**src/rtl/if_id_stage_buffer.sv**
```systemverilog
// Two-entry elastic buffer between the IF datapath and the ID stage.
// Holds instruction, PC and PC+4 with valid/ready on both sides; flush_i discards everything.
module if_id_stage_buffer #(
  parameter int unsigned INST_WIDTH = 32,
  parameter int unsigned INST_ADDR_WIDTH = 32,
  parameter logic [INST_WIDTH-1:0] NOP_INST = INST_WIDTH'(32'h00000013)
) (
  input  logic                       clk,
  input  logic                       rst_n,
  input  logic                       flush_i,
  input  logic                       IF_valid_i,
  output logic                       IF_ready_o,
  input  logic [INST_WIDTH-1:0]      IF_inst_i,
  input  logic [INST_ADDR_WIDTH-1:0] IF_PC_i,
  input  logic [INST_ADDR_WIDTH-1:0] IF_PC_plus_4_i,
  output logic                       ID_valid_o,
  input  logic                       ID_ready_i,
  output logic [INST_WIDTH-1:0]      ID_inst_o,
  output logic [INST_ADDR_WIDTH-1:0] ID_PC_o,
  output logic [INST_ADDR_WIDTH-1:0] ID_PC_plus_4_o,
  output logic [1:0]                 count_o
);

  logic [1:0] count_q, count_d;
  logic       wr_ptr_q, wr_ptr_d;
  logic       rd_ptr_q, rd_ptr_d;

  logic [INST_WIDTH-1:0]      inst_q [2];
  logic [INST_WIDTH-1:0]      inst_d [2];
  logic [INST_ADDR_WIDTH-1:0] pc_q [2];
  logic [INST_ADDR_WIDTH-1:0] pc_d [2];
  logic [INST_ADDR_WIDTH-1:0] pc4_q [2];
  logic [INST_ADDR_WIDTH-1:0] pc4_d [2];

  logic push, pop;

  // Handshake flags come only from registered count, so IF never sees ID_ready_i.
  assign IF_ready_o = (count_q != 2'd2);
  assign ID_valid_o = (count_q != 2'd0);
  assign count_o    = count_q;

  assign push = IF_valid_i & IF_ready_o & ~flush_i;
  assign pop  = ID_valid_o & ID_ready_i & ~flush_i;

  always_comb begin
    count_d  = count_q;
    wr_ptr_d = wr_ptr_q;
    rd_ptr_d = rd_ptr_q;
    inst_d   = inst_q;
    pc_d     = pc_q;
    pc4_d    = pc4_q;

    if (flush_i) begin
      count_d  = 2'd0;
      wr_ptr_d = 1'b0;
      rd_ptr_d = 1'b0;
    end else begin
      if (push) begin
        inst_d[wr_ptr_q] = IF_inst_i;
        pc_d[wr_ptr_q]   = IF_PC_i;
        pc4_d[wr_ptr_q]  = IF_PC_plus_4_i;
        wr_ptr_d         = ~wr_ptr_q;
      end
      if (pop) begin
        rd_ptr_d = ~rd_ptr_q;
      end
      if (push && !pop) begin
        count_d = count_q + 2'd1;
      end else if (pop && !push) begin
        count_d = count_q - 2'd1;
      end
    end
  end

  always_ff @(posedge clk or negedge rst_n) begin
    if (!rst_n) begin
      count_q  <= 2'd0;
      wr_ptr_q <= 1'b0;
      rd_ptr_q <= 1'b0;
    end else begin
      count_q  <= count_d;
      wr_ptr_q <= wr_ptr_d;
      rd_ptr_q <= rd_ptr_d;
    end
  end

  // Payload storage is qualified by count, so it needs no reset.
  always_ff @(posedge clk) begin
    inst_q <= inst_d;
    pc_q   <= pc_d;
    pc4_q  <= pc4_d;
  end

  assign ID_inst_o      = ID_valid_o ? inst_q[rd_ptr_q] : NOP_INST;
  assign ID_PC_o        = ID_valid_o ? pc_q[rd_ptr_q]   : '0;
  assign ID_PC_plus_4_o = ID_valid_o ? pc4_q[rd_ptr_q]  : '0;

endmodule

```
**config.mk**
```make
export PLATFORM = sky130hd
export DESIGN_NAME = if_id_stage_buffer
export DESIGN_NICKNAME = d
export VERILOG_FILES = /design/src/rtl/if_id_stage_buffer.sv
export SDC_FILE = /design/constraint.sdc
export NUM_CORES = 1
export LEC_CHECK = 0
export BUFFER_PORTS_ARGS = -buffer_cell sky130_fd_sc_hd__buf_4
export CORE_UTILIZATION = 54
export CTS_BUF_LIST = sky130_fd_sc_hd__clkbuf_4 sky130_fd_sc_hd__clkbuf_8
export DETAILED_ROUTE_END_ITERATION = 10
export HOLD_SLACK_MARGIN = 0.02
export PLACE_DENSITY = 0.85
export SETUP_SLACK_MARGIN = 0.02
export SLEW_MARGIN = 30
export SYNTH_ARGS = -nofsm -noshare
export SYNTH_HDL_FRONTEND = slang
export SYNTH_SLANG_ARGS = --single-unit
```
**constraint.sdc**
```tcl
create_clock -name clk -period 9.4 [get_ports clk]
set_input_delay 0 -clock clk [delete_from_list [all_inputs] [get_ports clk]]
set_output_delay 0 -clock clk [all_outputs]
set_load 0.03 [all_outputs]
```
# After elaboration in Yosys (flattened, before gate mapping)
# Cells that the tools add are included.
# word_totals
output_inout_bits	100
inputBits	101
elab_cells	58
reg_bits	196
# op_classes
n_addsub	2
order_cmp	3
muxes	24
bitwise	9
reduce_logical	10
n_eq_ne	1
# op_table
cell	n
32-bit 2-to-1 mux	13
64-bit bitwise mux	3
32-bit demux with 1-bit select	1
2-bit 2-to-1 mux	3
2-bit nonzero test	3
1-bit AND	4
2-bit greater-or-equal comparator (second input constant)	2
1-bit 2-to-1 mux	4
1-bit inverter with 2-bit output	2
1-bit logical AND	3
1-bit inverter	3
3-bit nonzero test	1
2-bit by 1-bit adder with 2-bit output (second input constant)	1
1-bit logical NOT	2
2-bit by 1-bit < comparator with 1-bit output (second input constant)	1
2-bit != test (second input constant)	1
2-bit AND reduction	1
2-bit by 1-bit subtractor with 2-bit output (second input constant)	1

# Logic depth before layout (Yosys ltp)
# Gate-level depths: netlist (run 1).
# depth
ltp_word	8
ltp_mapped	5
ltp_nobuf	4

# Worst setup path before layout (run 1)
# Ideal clock, no wire load.
# synth_path
kind	flip-flop to flip-flop
startpoint	register count_q[1] (netlist: count_o[1])
endpoint	register inst_q[0] (netlist bit) (enable)
setup_ns	0.687
slack_ns	0.726
t_required_ns	8.713
t_arrival_ns	7.987
n_path_buf	0
path_stages_with_launch	5
period_less_slack_ns	8.674
cell_sequence	dfrtp_1 -> nor2b_2 -> inv_2 -> nand2_1 -> nor3b_1
# synth_between
elab_chain_len	4
# synth_rtl
item	line_no	text
start, declared	24	logic [1:0] count_q, count_d;
start signal, assigned	81	count_q <= count_d;
2-bit != test	38	assign IF_ready_o = (count_q != 2'd2);
named net IF_ready_o	12	output logic IF_ready_o,
1-bit AND (2 in series)	42	assign push = IF_valid_i & IF_ready_o & ~flush_i;
2-bit AND reduction (no line)	--	
end signal, assigned	89	inst_q <= inst_d;
end, declared	28	logic [INST_WIDTH-1:0] inst_q [2];
# The timed path passes the listed nets, and every way through them passes these cells.
# A chain may end at the register's enable or synchronous reset.

# Worst setup path after layout (run 1)
# layout_path
startpoint	register rd_ptr_q
endpoint	output ID_PC_plus_4_o[22]
# layout_between
elab_chain_len	5
# layout_rtl
item	line_no	text
start, declared	26	logic rd_ptr_q, rd_ptr_d;
start signal, assigned	83	rd_ptr_q <= rd_ptr_d;
1-bit inverter with 2-bit output (not written as such)	96	assign ID_PC_plus_4_o = ID_valid_o ? pc4_q[rd_ptr_q] : '0;
32-bit 2-to-1 mux (not written as such) (3 in series)	96	
32-bit 2-to-1 mux	96	
end, declared	20	output logic [INST_ADDR_WIDTH-1:0] ID_PC_plus_4_o,
# No other way between the ends. The select of a mux whose other input is x is not followed.

==> results.yml, run 1 <==
cts:
  root_buffer: "clkbuf_8"
  ctsResizeCount: 0
  clkTransAtPathRegs_ns: 0.09
  clock_path_buffers: 2
  cts.sinks: 196
  cts_tree: "done"
  htreeDepth: 4
  cts_inserted_buffers: 17
  clk-insertion-delay-late_ns: 0.45
sta:
  finalSetupViolCount: 0
  worst_slew_pin_slew_ns: 0.878
  min_period_ns: 2.92
  hold_viol_final: 0
  post-route-period-util: 0.310
  hold_ws_ns: 0.271
  skew_ns: 0.00667
  fmax_ghz: 0.343
  rsz0062_at_grt: "no"
  fin_setup_tns_ns: 0
  maxSlewHeadroom: 0.415
  maxSlewViolCount: 0
yosys:
  yosys.area.top_type_share: 0.771
  ys_warn_count: 0
  synthCells: 432
  synth_fp_nets: 533
  synthesis.area_sq_mm: 0.00748
  syn_area_per_cell_sq_um: 17.3
  ys_ff_latch: 196
  ys_seq_area_frac: 0.784
  yosys.area.top_type: "edfxtp_1"
  yosys.cell_types.count: 26
  synth_top_cells_by_area: "edfxtp_1 (77%), mux2i_1 (13%), nor2_1 (4.7%), dfrtp_1 (1.3%), buf_2 (0.60%)"
critical_path:
  cp-start-kind: "flip-flop"
  crit_family: "buffers and inverters"
  crit_buf_inv: 2
  cp_slowest_cell: "dfrtp_4"
  reg2reg_from: "rd_ptr_q"
  slowest_delay_ns: 0.96
  crit_top_cell: "buf_4"
  crit_path_max_fanout: 50
  ff2ff_path_depth: 3
  cp_data_required_time_ns: 9.40
  cp.arrival_ns: 2.92
  path_cells: "buf_4 > mux2i_1 > nor2_1 > buf_4"
  reg2reg_slack_ns: 7.23
  reg2reg_to: "rd_ptr_q"
  endpoint_kind: "primary output"
  path_class: "flip-flop to primary output"
route:
  routed-wl-met2_um: 8560
  dr.max_layer_used: "met4"
  vias: 4765
  dr_wl_met3_um: 1010
  drt-total-wl_um: 16600
  vias_per_cell: 5.13
  wl_met1_um: 6520
  wl_per_cell_um: 17.8
  first_iter_violations: 287
  postRouteAntennaNets: 0
  dr.pass1.iters: 4
  drc: 0
pwr:
  cellPowerDensity_mw_per_mm2: 174
  seqPwrFrac: 0.552
  power.internal_mw: 1.37
  swShare: 0.255
  pwr-share-comb: 0.168
  p_leak_nw: 3.96
  power_switching_mw: 0.468
  p_clk_frac: 0.280
  ir_drop_uv: 111
cells_and_area:
  fill_cells: 718
  layout_common_cells: "buf_4 (207), edfxtp_1 (192), dlygate4sd3_1 (102)"
  diodes: 0
  area_delta_synth_final_pct: 41.0
  fin_nets: 841
  utilization: 0.787
  drive_gt1_frac: 0.325
  design_area_sq_mm: 0.0105
  final_common_cell: "buf_4"
place:
  dpl.hpwl_um: 9290
  numPortBuffers: 200
  place_area_sq_mm: 0.00912
  place.gp.congestion: 0.745
min_path:
  min_to: "pc4_q[30]"
  hold_depth: 2
  holdCritStartpoint: "IF_PC_plus_4_i[30]"
  hp-class: "input pin to flip-flop"
floorplan:
  die-height_um: 120
  core-area_sq_mm: 0.0134
  ios: 201
  rows: 42
  die_width_um: 120
  die_area_sq_mm: 0.0143
  initial_core_util: 0.558
grt:
  track_usage: 0.239
  overflow: 0
  grt_pass1_wl_um: 25400
  antenna_found_initial: 0
  grt_pass1_vias: 5077
  grt_max_degree: 66
run:
  cap_viol_max_count: 0
status:
  outcome: "finished, final reports clean"
-- worst register-to-register path: stages, from the launching register on --
cell	delay, ns
dfrtp_4	0.96
buf_4	0.85
xor2_1	0.21
nor2_1	0.05
-- cells by family after synthesis --
logic type	Yosys count	synth area share
DFF	196	0.784
and+or+nand+nor	106	0.0566
muxes	97	0.130
buffers and inverters	24	0.0216
AOI/OAI and AO/OA	8	0.00653
xor gates and xnor gates	1	0.00117
-- registers in the layout, summed over array words and instances (netlist names) --
name      count
pc_q         64
pc4_q        64
rd_ptr_q      1
count_o       2
wr_ptr_q      1
inst_q       64
-- through the flow --
| stage | worst slack, ns | cells | power (mW) |
|---|---|---|---|
| 2_1_floorplan | 0.726 | 432 | 1.20 |
| 3_3_place_gp | 7.04 | 794 | 1.29 |
| 3_5_place_dp | 7.00 | 794 | 1.30 |
| 4_1_cts | 6.48 | 928 | 1.84 |
| 5_1_grt | 6.33 | 929 | 1.90 |
| 6_report | 6.48 | 929 | 1.84 |
-- cell usage after synthesis --
library cell and instances:
edfxtp_1 192, mux2i_1 97, nor2_1 94, buf_2 9, buf_4 5, dfrtp_1 4
nand2_1 4, a21oi_1 3, buf_8 3, buf_1 2, inv_2 2, nor3b_1 2
o21ai_0 2, a21o_1 1, a21oi_2 1, buf_6 1, clkbuf_1 1, inv_1 1
nand3b_1 1, nor2_2 1, nor2b_2 1, nor3_1 1, o211ai_1 1, or2_0 1
or3_1 1, xor2_1 1
-- routing by layer --
layer / vias to the layer above / global-route usage
li1: 2213 / -
met1: 2294 / 0.279
met2: 215 / 0.417
met3: 43 / 0.0561
met4: 0 / 0.115
met5: - / 0
-- what timing repair did --
item / in CTS / in global routing
endpoints found under the hold margin: 200 / 0
setup endpoints to repair: 0 / 0
setup buffers: 0 / 0
hold buffers: 102 / 0
-- power by group through the flow --
stage / clock (mW) / combinational [mW] / sequential (mW)
CTS: 0.523 / 0.301 / 1.01
global route: 0.560 / 0.326 / 1.02
finish: 0.515 / 0.308 / 1.01
detailed placement: 0 / 0.266 / 1.03
global placement: 0 / 0.261 / 1.03
floorplan: 0 / 0.167 / 1.03
-- how the worst max path moves through the flow --
| stage | startpoint | to | depth (start not counted) |
|---|---|---|---|
| floorplan | count_o[1] | inst_q[0] | 4 |
| global placement | rd_ptr_q | ID_inst_o[0] | 4 |
| detailed placement | rd_ptr_q | ID_inst_o[0] | 4 |
| CTS | rd_ptr_q | ID_inst_o[0] | 4 |
| global route | rd_ptr_q | ID_inst_o[0] | 4 |
| finish | rd_ptr_q | ID_PC_plus_4_o[22] | 4 |
-- area by class of cell --
| type | instances | area [sq um] | share of cell area |
|---|---|---|---|
| Tap cell | 176 | 220 | 0.0209 |
| Sequential cell | 196 | 5870 | 0.556 |
| Multi-Input combinational cell | 212 | 1470 | 0.139 |
| Clock buffer | 18 | 241 | 0.0229 |
| Clock inverter | 14 | 136 | 0.0129 |
| Inverter | 3 | 11.3 | 0.00107 |
| Timing Repair Buffer | 310 | 2600 | 0.247 |
No activity file was read; power rests on OpenSTA's default activity.
==> inputs of run 2 (changes only) <==
Clock period 9.4 ns to 2.9 ns, I/O delays scaled along.
==> run 2 against run 1 <==
Total power grew to 3.2 times the previous value; cell area is 0.20% higher; via count is 0.88% higher; utilization is 0.16 points higher; highest routed layer unchanged; global-route usage is 0.17 points lower; critical path type unchanged; worst setup slack worse by 5.8 ns; non-clock buffer count stayed put; register-to-register slack worse by 6.3 ns; largest power group unchanged.
==> results.yml, run 2 (synthesis results as in run 1) <==
pwr:
  power.internal_mw: 4.38
  power_switching_mw: 1.51
  swShare: 0.257
  p_clk_frac: 0.272
  ir_drop_uv: 420
  p_leak_nw: 3.96
  pwr-share-comb: 0.172
  cellPowerDensity_mw_per_mm2: 557
  seqPwrFrac: 0.556
cells_and_area:
  utilization: 0.789
  fin_nets: 841
  design_area_sq_mm: 0.0106
  finalNonFillerCells: 929
  layout_common_cells: "buf_4 (206), edfxtp_1 (192), dlygate4sd3_1 (102)"
  final_common_cell: "buf_4"
  drive_gt1_frac: 0.333
  reg_top3: "inst_q (64), pc4_q (64), pc_q (64)"
  area_delta_synth_final_pct: 41.3
  diodes: 0
critical_path:
  slowest_delay_ns: 0.80
  crit_family: "flip-flops"
  crit_buf_inv: 2
  crit_path_max_fanout: 29
  cp_slowest_cell: "dfrtp_4"
  path_class: "flip-flop to primary output"
  cp_data_required_time_ns: 2.90
  crit_top_cell: "buf_4"
  path_cells: "buf_4 > mux2i_1 > nor2_1 > buf_4"
  cp-start-kind: "flip-flop"
  endpoint_kind: "primary output"
  cp.arrival_ns: 2.22
floorplan:
  initial_core_util: 0.558
  ios: 201
  rows: 42
  core-area_sq_mm: 0.0134
  die-height_um: 120
  die_width_um: 120
  die_area_sq_mm: 0.0143
sta:
  rsz0062_at_grt: "no"
  finalSetupViolCount: 0
  skew_ns: 0.0113
  maxSlewViolCount: 0
  maxSlewHeadroom: 0.481
  post-route-period-util: 0.765
  fmax_ghz: 0.451
  hold_viol_final: 0
  worst_slew_pin_slew_ns: 0.778
  min_period_ns: 2.22
cts:
  cts_tree: "done"
  clk-insertion-delay-late_ns: 0.45
  clock_path_buffers: 2
  cts_inserted_buffers: 17
  clkTransAtPathRegs_ns: 0.09
  cts.sinks: 196
  root_buffer: "clkbuf_8"
  htreeDepth: 4
  cts_setup_buffers: 0
route:
  first_iter_violations: 352
  drc: 0
  drt-total-wl_um: 16600
  vias_per_cell: 5.17
  vias: 4807
  wl_per_cell_um: 17.9
  postRouteAntennaNets: 0
  dr.pass1.iters: 4
grt:
  grt_max_degree: 97
  grt_pass1_vias: 5090
  overflow: 0
  grt_pass1_wl_um: 25100
  track_usage: 0.238
  antenna_found_initial: 0
place:
  numPortBuffers: 200
  place.gp.congestion: 0.735
  place_area_sq_mm: 0.00918
  dp.cells: 795
  dpl.hpwl_um: 9390
run:
  cap_viol_max_count: 0
status:
  outcome: "finished, final reports clean"
min_path:
  hp-class: "input pin to flip-flop"
==> run 2: cell count changes in the layout (fill, tap and decap cells not counted), sizes merged <==
cell,change
bufinv,-1
clkinv,-2
clkbuf,+2
clkinvlp,+1
==> run 2: metal layers <==
layer / GRT usage / vias up / routed length [um]
li1: - / 2213 / -
met1: 0.266 / 2354 / 6430
met2: 0.432 / 211 / 8920
met3: 0.0542 / 29 / 906
met4: 0.105 / 0 / 359
met5: 0 / - / 0
==> run 2: what timing repair did <==
action | in CTS | in global routing
resized for setup | 0 | 0
hold buffers | 102 | 0
hold endpoints to repair | 200 | 0
==> run 2: path summary, 6_finish.rpt <==
path                             start           end  slack (ns)  cells past startpoint
hold / removal             IF_PC_i[28]      pc_q[60]        0.28                      2
setup / recovery              rd_ptr_q  ID_inst_o[7]        0.68                      4
max in group asynchronous        rst_n      rd_ptr_q        2.21                      3
setup reg to reg            count_o[1]     pc4_q[37]        0.97                      5
hold reg to reg               wr_ptr_q      wr_ptr_q        0.63                      2
min in group asynchronous        rst_n      rd_ptr_q        0.49                      3
==> run 2: cell type report <==
type,instances,area [sq um]
clock inverters,12,108
flip-flops and latches,196,5870
repair buffers,310,2610
clock buffers,20,256
multi-input cells,212,1490
inverters,3,13.8
fillers,690,2830
well taps,176,220
==> run 2: worst register-to-register path: stages, from the launching register on <==
cell     delay [ns]
dfrtp_2        0.48
nor2b_4        0.16
inv_4          0.07
nand2_4        0.06
nor3_4         0.11
buf_4          0.62
==> run 2: through the flow <==
| stage | hold WS, ns | TNS [ns] | setup WS, ns | power (mW) |
|---|---|---|---|---|
| 2_1_floorplan | -0.296 | -144.60 | -0.843 | 3.86 |
| 3_3_place_gp | -0.199 | 0 | 1.05 | 4.20 |
| 3_5_place_dp | -0.198 | 0 | 0.964 | 4.23 |
| 4_1_cts | 0.228 | 0 | 0.680 | 5.91 |
| 5_1_grt | 0.230 | 0 | 0.571 | 6.09 |
| 6_report | 0.278 | 0 | 0.683 | 5.89 |
==> run 2: power by group through the flow <==
| stage | sequential, mW | combinational [mW] | clock (mW) |
|---|---|---|---|
| after detailed placement | 3.34 | 0.892 | 0 |
| after global routing | 3.28 | 1.07 | 1.74 |
| after floorplan | 3.32 | 0.546 | 0 |
| after CTS | 3.27 | 1.01 | 1.64 |
| final | 3.27 | 1.02 | 1.60 |
| after global placement | 3.33 | 0.872 | 0 |
